`src/rtl/uart_pkg.sv`:
```
// ---------------------------------------------------------------------------
// uart_pkg
// Shared definitions for the UART blocks: the transmitter state encoding,
// a helper that gives the number of serial bit slots in one frame, and a
// parameter legality check used at elaboration time by the modules.
// No ports (package).
// ---------------------------------------------------------------------------
package uart_pkg;

  typedef enum logic [2:0] {
    IDLE,
    START,
    DATA,
    PARITY,
    STOP
  } state_e;

  // Bit slots in one frame: start + data + optional parity + stop bits.
  function automatic int frame_bits(input int dataBits, input int parityEn,
                                    input int stopBits);
    return 1 + dataBits + parityEn + stopBits;
  endfunction

  // True when every parameter lies inside the range the transmitter supports.
  function automatic bit cfg_legal(input int clksPerBit, input int dataBits,
                                   input int parityEn, input int parityOdd,
                                   input int stopBits);
    return (clksPerBit >= 2) &&
           (dataBits >= 5) && (dataBits <= 9) &&
           (parityEn == 0 || parityEn == 1) &&
           (parityOdd == 0 || parityOdd == 1) &&
           (stopBits == 1 || stopBits == 2);
  endfunction

endpackage

```
`src/rtl/uart_baud_gen.sv`:
```
// ---------------------------------------------------------------------------
// uart_baud_gen
// Free-running bit-period counter. Counts 0..CLKS_PER_BIT-1 and flags the
// last clock of each bit period. Holding clear returns the count to zero so
// the owner can align bit periods to state entry.
// Ports:
//   clk      in   system clock, rising edge
//   reset_n  in   asynchronous active-low reset
//   clear    in   hold the counter at zero
//   bit_end  out  high on the final clock of the current bit period
// ---------------------------------------------------------------------------
module uart_baud_gen #(
  parameter int CLKS_PER_BIT = 16
) (
  input  logic clk,
  input  logic reset_n,
  input  logic clear,
  output logic bit_end
);

  localparam int CW = (CLKS_PER_BIT > 1) ? $clog2(CLKS_PER_BIT) : 1;
  localparam logic [CW-1:0] LAST_COUNT = CW'(CLKS_PER_BIT - 1);

  logic [CW-1:0] count_q;
  logic [CW-1:0] count_d;

  assign bit_end = (count_q == LAST_COUNT);

  // Wrap explicitly at the end of a bit so non power-of-two periods work;
  // the wrap also lands the count on zero whenever the FSM changes state.
  always_comb begin
    count_d = count_q + 1'b1;
    if (clear || bit_end) begin
      count_d = '0;
    end
  end

  // Counter register.
  always_ff @(posedge clk or negedge reset_n) begin
    if (!reset_n) begin
      count_q <= '0;
    end else begin
      count_q <= count_d;
    end
  end

endmodule

```
`src/rtl/uart_tx_frame.sv`:
```
// ---------------------------------------------------------------------------
// uart_tx_frame
// Parametrised UART transmitter: start bit, DATA_BITS data bits LSB first,
// optional even/odd parity, one or two stop bits. Words are taken through a
// ready/valid handshake; a word offered on the last stop cycle starts the
// next frame with no idle gap.
// Ports:
//   clk         in   system clock, rising edge
//   reset_n     in   asynchronous active-low reset
//   data_in     in   word to transmit
//   data_valid  in   data_in is valid
//   data_ready  out  a word is accepted on this edge if data_valid is high
//   tx          out  registered serial line, idle high
//   busy        out  a frame is in progress
//   tx_done     out  pulse on the final cycle of the last stop bit
// ---------------------------------------------------------------------------
module uart_tx_frame #(
  parameter int CLKS_PER_BIT = 16,
  parameter int DATA_BITS    = 8,
  parameter int PARITY_EN    = 0,
  parameter int PARITY_ODD   = 0,
  parameter int STOP_BITS    = 1
) (
  input  logic                 clk,
  input  logic                 reset_n,
  input  logic [DATA_BITS-1:0] data_in,
  input  logic                 data_valid,
  output logic                 data_ready,
  output logic                 tx,
  output logic                 busy,
  output logic                 tx_done
);

  import uart_pkg::*;

  if (!cfg_legal(CLKS_PER_BIT, DATA_BITS, PARITY_EN, PARITY_ODD, STOP_BITS)) begin : gBadCfg
    $error("uart_tx_frame: illegal parameter set");
  end

  localparam int BCW = $clog2(DATA_BITS);
  localparam logic [BCW-1:0] LAST_BIT = BCW'(DATA_BITS - 1);
  localparam logic LAST_STOP = 1'(STOP_BITS - 1);

  state_e               state_q, state_d;
  logic [DATA_BITS-1:0] shift_q, shift_d;
  logic [BCW-1:0]       bitCnt_q, bitCnt_d;
  logic                 stopCnt_q, stopCnt_d;
  logic                 parity_q, parity_d;
  logic                 tx_q, tx_d;
  logic                 bitEnd;
  logic                 frameEnd;
  logic                 accept;

  uart_baud_gen #(
    .CLKS_PER_BIT(CLKS_PER_BIT)
  ) uBaud (
    .clk    (clk),
    .reset_n(reset_n),
    .clear  (state_q == IDLE),
    .bit_end(bitEnd)
  );

  assign frameEnd = (state_q == STOP) && bitEnd && (stopCnt_q == LAST_STOP);
  assign accept   = data_valid && data_ready;

  // State and datapath registers; reset forces the line high at once.
  always_ff @(posedge clk or negedge reset_n) begin
    if (!reset_n) begin
      state_q   <= IDLE;
      shift_q   <= '0;
      bitCnt_q  <= '0;
      stopCnt_q <= 1'b0;
      parity_q  <= 1'b0;
      tx_q      <= 1'b1;
    end else begin
      state_q   <= state_d;
      shift_q   <= shift_d;
      bitCnt_q  <= bitCnt_d;
      stopCnt_q <= stopCnt_d;
      parity_q  <= parity_d;
      tx_q      <= tx_d;
    end
  end

  // Next state and datapath. An accepted word overrides whatever the current
  // state would do, which is how the last stop cycle chains into a new start.
  // The next tx level is derived from the next state so tx stays registered.
  always_comb begin
    state_d   = state_q;
    shift_d   = shift_q;
    bitCnt_d  = bitCnt_q;
    stopCnt_d = stopCnt_q;
    parity_d  = parity_q;
    tx_d      = 1'b1;

    case (state_q)
      IDLE: begin
      end
      START: begin
        if (bitEnd) state_d = DATA;
      end
      DATA: begin
        if (bitEnd) begin
          if (bitCnt_q == LAST_BIT) begin
            state_d = (PARITY_EN != 0) ? PARITY : STOP;
          end else begin
            bitCnt_d = bitCnt_q + 1'b1;
            shift_d  = shift_q >> 1;
          end
        end
      end
      PARITY: begin
        if (bitEnd) state_d = STOP;
      end
      STOP: begin
        if (bitEnd) begin
          if (stopCnt_q == LAST_STOP) begin
            state_d = IDLE;
          end else begin
            stopCnt_d = 1'b1;
          end
        end
      end
      default: state_d = IDLE;
    endcase

    if (accept) begin
      state_d   = START;
      shift_d   = data_in;
      bitCnt_d  = '0;
      stopCnt_d = 1'b0;
      parity_d  = (^data_in) ^ (PARITY_ODD != 0);
    end

    case (state_d)
      START:   tx_d = 1'b0;
      DATA:    tx_d = shift_d[0];
      PARITY:  tx_d = parity_d;
      default: tx_d = 1'b1;
    endcase
  end

  // Handshake and status outputs.
  always_comb begin
    data_ready = (state_q == IDLE) || frameEnd;
    busy       = (state_q != IDLE);
    tx_done    = frameEnd;
    tx         = tx_q;
  end

endmodule

```
`config.mk`:
```
export PLATFORM = sky130hd
export DESIGN_NAME = uart_tx_frame
export DESIGN_NICKNAME = d
export VERILOG_FILES = /design/src/rtl/uart_pkg.sv /design/src/rtl/uart_baud_gen.sv /design/src/rtl/uart_tx_frame.sv
export SDC_FILE = /design/constraint.sdc
export NUM_CORES = 1
export LEC_CHECK = 0
export ABC_AREA = 1
export CAP_MARGIN = 40
export CORE_MARGIN = 5
export CORE_UTILIZATION = 49
export DETAILED_ROUTE_END_ITERATION = 6
export HOLD_SLACK_MARGIN = 0.02
export PLACE_DENSITY = 0.77
export SLEW_MARGIN = 5
export SYNTH_ARGS = -nofsm -noshare
export SYNTH_HDL_FRONTEND = slang
export SYNTH_HIERARCHICAL = 1
export SYNTH_SLANG_ARGS = --single-unit
```
`constraint.sdc`:
```
create_clock -name clk -period 1.8 [get_ports clk]
set_input_delay 0.27 -clock clk [delete_from_list [all_inputs] [get_ports clk]]
set_output_delay 0.27 -clock clk [all_outputs]
set_load 0.005 [all_outputs]
```
==> results.ini, run 1 <==
[run_status]
status = finished clean

[yosys]
synth-seq-area-share_pct = 40.55
ys_seq_elements = 20
syn_inst = 155
ys.flop_type = dfrtp_1
yosysWarnings = 6
syn_nets = 169
syn_area_per_cell_um2 = 7.983
synth_edf_count = 0
async_flop_share_pct = 100.0
synthDistinctLibCells = 33
syn_area_um2 = 1237

[timing]
min_period_ns = 1.760
rsz0062_at_grt = yes
finalCritPeriodShare_pct = 97.77
slew_viol_final = 0
hold_viol = 0
worst_slew_pin_slew_ns = 0.2706
skew_ns = 0.002071
holdWs_ns = 0.2966
fmax_mhz = 568.2
slew_headroom_pct = 81.73
setup_viol = 0

[clock_network]
root_buffer = clkbuf_4
htreeDepth = 1
clk_latency_ns = 0.29
numCtsBuffers = 3
cts_tree = done
clk_pin_slew_ns = 0.11
cts_sinks = 20
holdBufCountCts = 0
clockBufferDepth = 2

[routing]
vias = 1074
vias_per_cell = 5.019
dr.pass1.iters = 4
drtAntennaViolNets = 0
route.met3.wl_um = 54
drc = 0
drt_iter0_drc = 10
wl_met2_um = 1276
wirelength_um = 2429
m1WireLength_um = 1058
routedWlPerCell_um = 11.35
top_layer = met4

[worst_setup_path]
worstRegToRegCells = 11
cp.depth = 8
crit_required_ns = 1.53
r2r_start = uBaud/count_q[0]
slowest_delay_ns = 0.37
end_kind = output pin
path_max_fanout = 2
cp_top_family = buffers and inverters
critPathLaunchType = flop
cp_common_cell = buf_6
crit_type = reg2out
critPathSlowestCell = dfrtp_1
critPathBufInv = 4
critPathArrivalTime_ns = 1.49
cp-startpoint = uBaud/count_q[1]
worstPathCellList = ha_2, nand2_2, nor2_2, buf_6, buf_6, inv_2, nor3_2, buf_2

[global_route]
grt_remaining_overflow = 0
grt_antenna_before_repair = 0
grt_pass1_wl_um = 4250
grt_usage_pct = 15.47
grt_max_degree = 21
first_global_vias = 1041

[floorplan]
pin_count = 15
die_area_um2 = 3631
die_x_um = 60.26
start_util_pct = 50.41
die_y_um = 60.26
num_rows = 18
core_area_um2 = 2455

[layout]
diodes = 0
layout-drive-gt1-share_pct = 23.91
fin_area_um2 = 1555
final_util_pct = 63.35
area_growth_pct = 25.68
layout_common_cells = nand2_1 (44), inv_1 (21), dfrtp_1 (19)
fillers = 214
final_nets = 199
final_common_cell = nand2_1

[run]
max-cap-violations = 0

[pwr]
vdd_ir_drop_max_uv = 301.6
p_per_area_nw_per_um2 = 480.0
leakage_nw = 0.7700

[hold_path]
hp-class = in2async

[place]
placed_cell_area_um2 = 1451
gp_congestion = 0.8396
portBuffers = 14
dp_hpwl_um = 1890

==> synthesized netlist by cell type (2+ instances only) <==
library cell  number  area [um2]
nand2_1           44       165.2
inv_1             22       82.58
dfrtp_1           19       475.5
nor2_1            12       45.04
nand3_1           10       50.05
inv_2              5       18.77
o221ai_1           5       43.79
ha_1               3       37.54
nand4_1            3       18.77
a22o_1             2       17.52
inv_4              2       12.51
nand2_4            2       22.52
nor2_4             2       22.52
o21ai_0            2       10.01
o22ai_1            2       12.51
xnor2_1            2       17.52
xor2_1             2       17.52
==> area by class of cell <==
| cell class | count | area [um2] | area share [%] |
|---|---|---|---|
| well taps | 30 | 37.54 | 2.414 |
| clock buffers | 4 | 26.28 | 1.689 |
| flip-flops and latches | 20 | 501.7 | 32.26 |
| inverters | 29 | 113.9 | 7.321 |
| multi-input cells | 104 | 638.1 | 41.03 |
| repair buffers | 27 | 237.7 | 15.29 |
==> per-stage QoR <==
| stage | setup TNS (ns) | power, W | setup WS [ns] | std cells |
|---|---|---|---|---|
| 2_1_floorplan | 0 | 0.0004967 | 0.1509 | 155 |
| 3_3_place_gp | -0.01128 | 0.0005378 | -0.01128 | 204 |
| 3_5_place_dp | -0.07990 | 0.0005415 | -0.07990 | 204 |
| 4_1_cts | -0.008424 | 0.0007586 | -0.008424 | 212 |
| 5_1_grt | -0.07080 | 0.0007937 | -0.06979 | 214 |
| 6_report | 0 | 0.0007465 | 0.04016 | 214 |
==> power breakdown <==
group | switching [W] | total, W | internal (W) | leakage (nW)
Sequential | 0 | 0.000449 | 0.000449 | 0.235
Combinational | 0.0000448 | 0.0000823 | 0.0000375 | 0.520
Clock | 0.000129 | 0.000215 | 0.0000862 | 0.0150
Total | 0.000174 | 0.000746 | 0.000573 | 0.770
==> kinds of logic after synthesis <==
family,Yosys count,share of synthesized area [%]
and+or+nand+nor,83,33.67
buffers and inverters,31,10.52
DFF,20,40.55
AOI/OAI and AO/OA,14,9.403
xor gates and xnor gates,4,2.832
adders and majority gates,3,3.034
==> layer usage <==
layer  vias to the layer above  GRT usage, %
met5                         -             0
met4                         0         5.696
met3                         4         2.592
met2                        13         27.62
met1                       505         18.36
li1                        552             -
==> sequential cells by signal (all words and copies together) (netlist names) <==
signal         count
shift_q            8
uBaud/count_q      4
bitCnt_q           3
state_q            3
parity_q           1
tx                 1
==> what timing repair did <==
item / CTS / global route
endpoints found under the setup margin: 4 / 9
setup buffers: 4 / 2
pin swaps: 4 / 5
resized for setup: 11 / 10
==> worst paths after layout <==
path                            slack [ns]          endpoint
worst max-delay path                  0.04           tx_done
worst min-delay path                  0.30  uBaud/count_q[3]
worst max register to register        0.10          parity_q
worst min register to register        0.52        shift_q[1]
max in group asynchronous             1.24                tx
min in group clk                      0.52        shift_q[1]
(Power assumes the default switching activity.)
==> inputs of run 2 (changes only) <==
Settings changed: CAP_MARGIN 40 to default, CTS_CLUSTER_DIAMETER from default to 150.
==> results of run 2 <==
Final layout, timing and power as in run 1 (identical DEF).
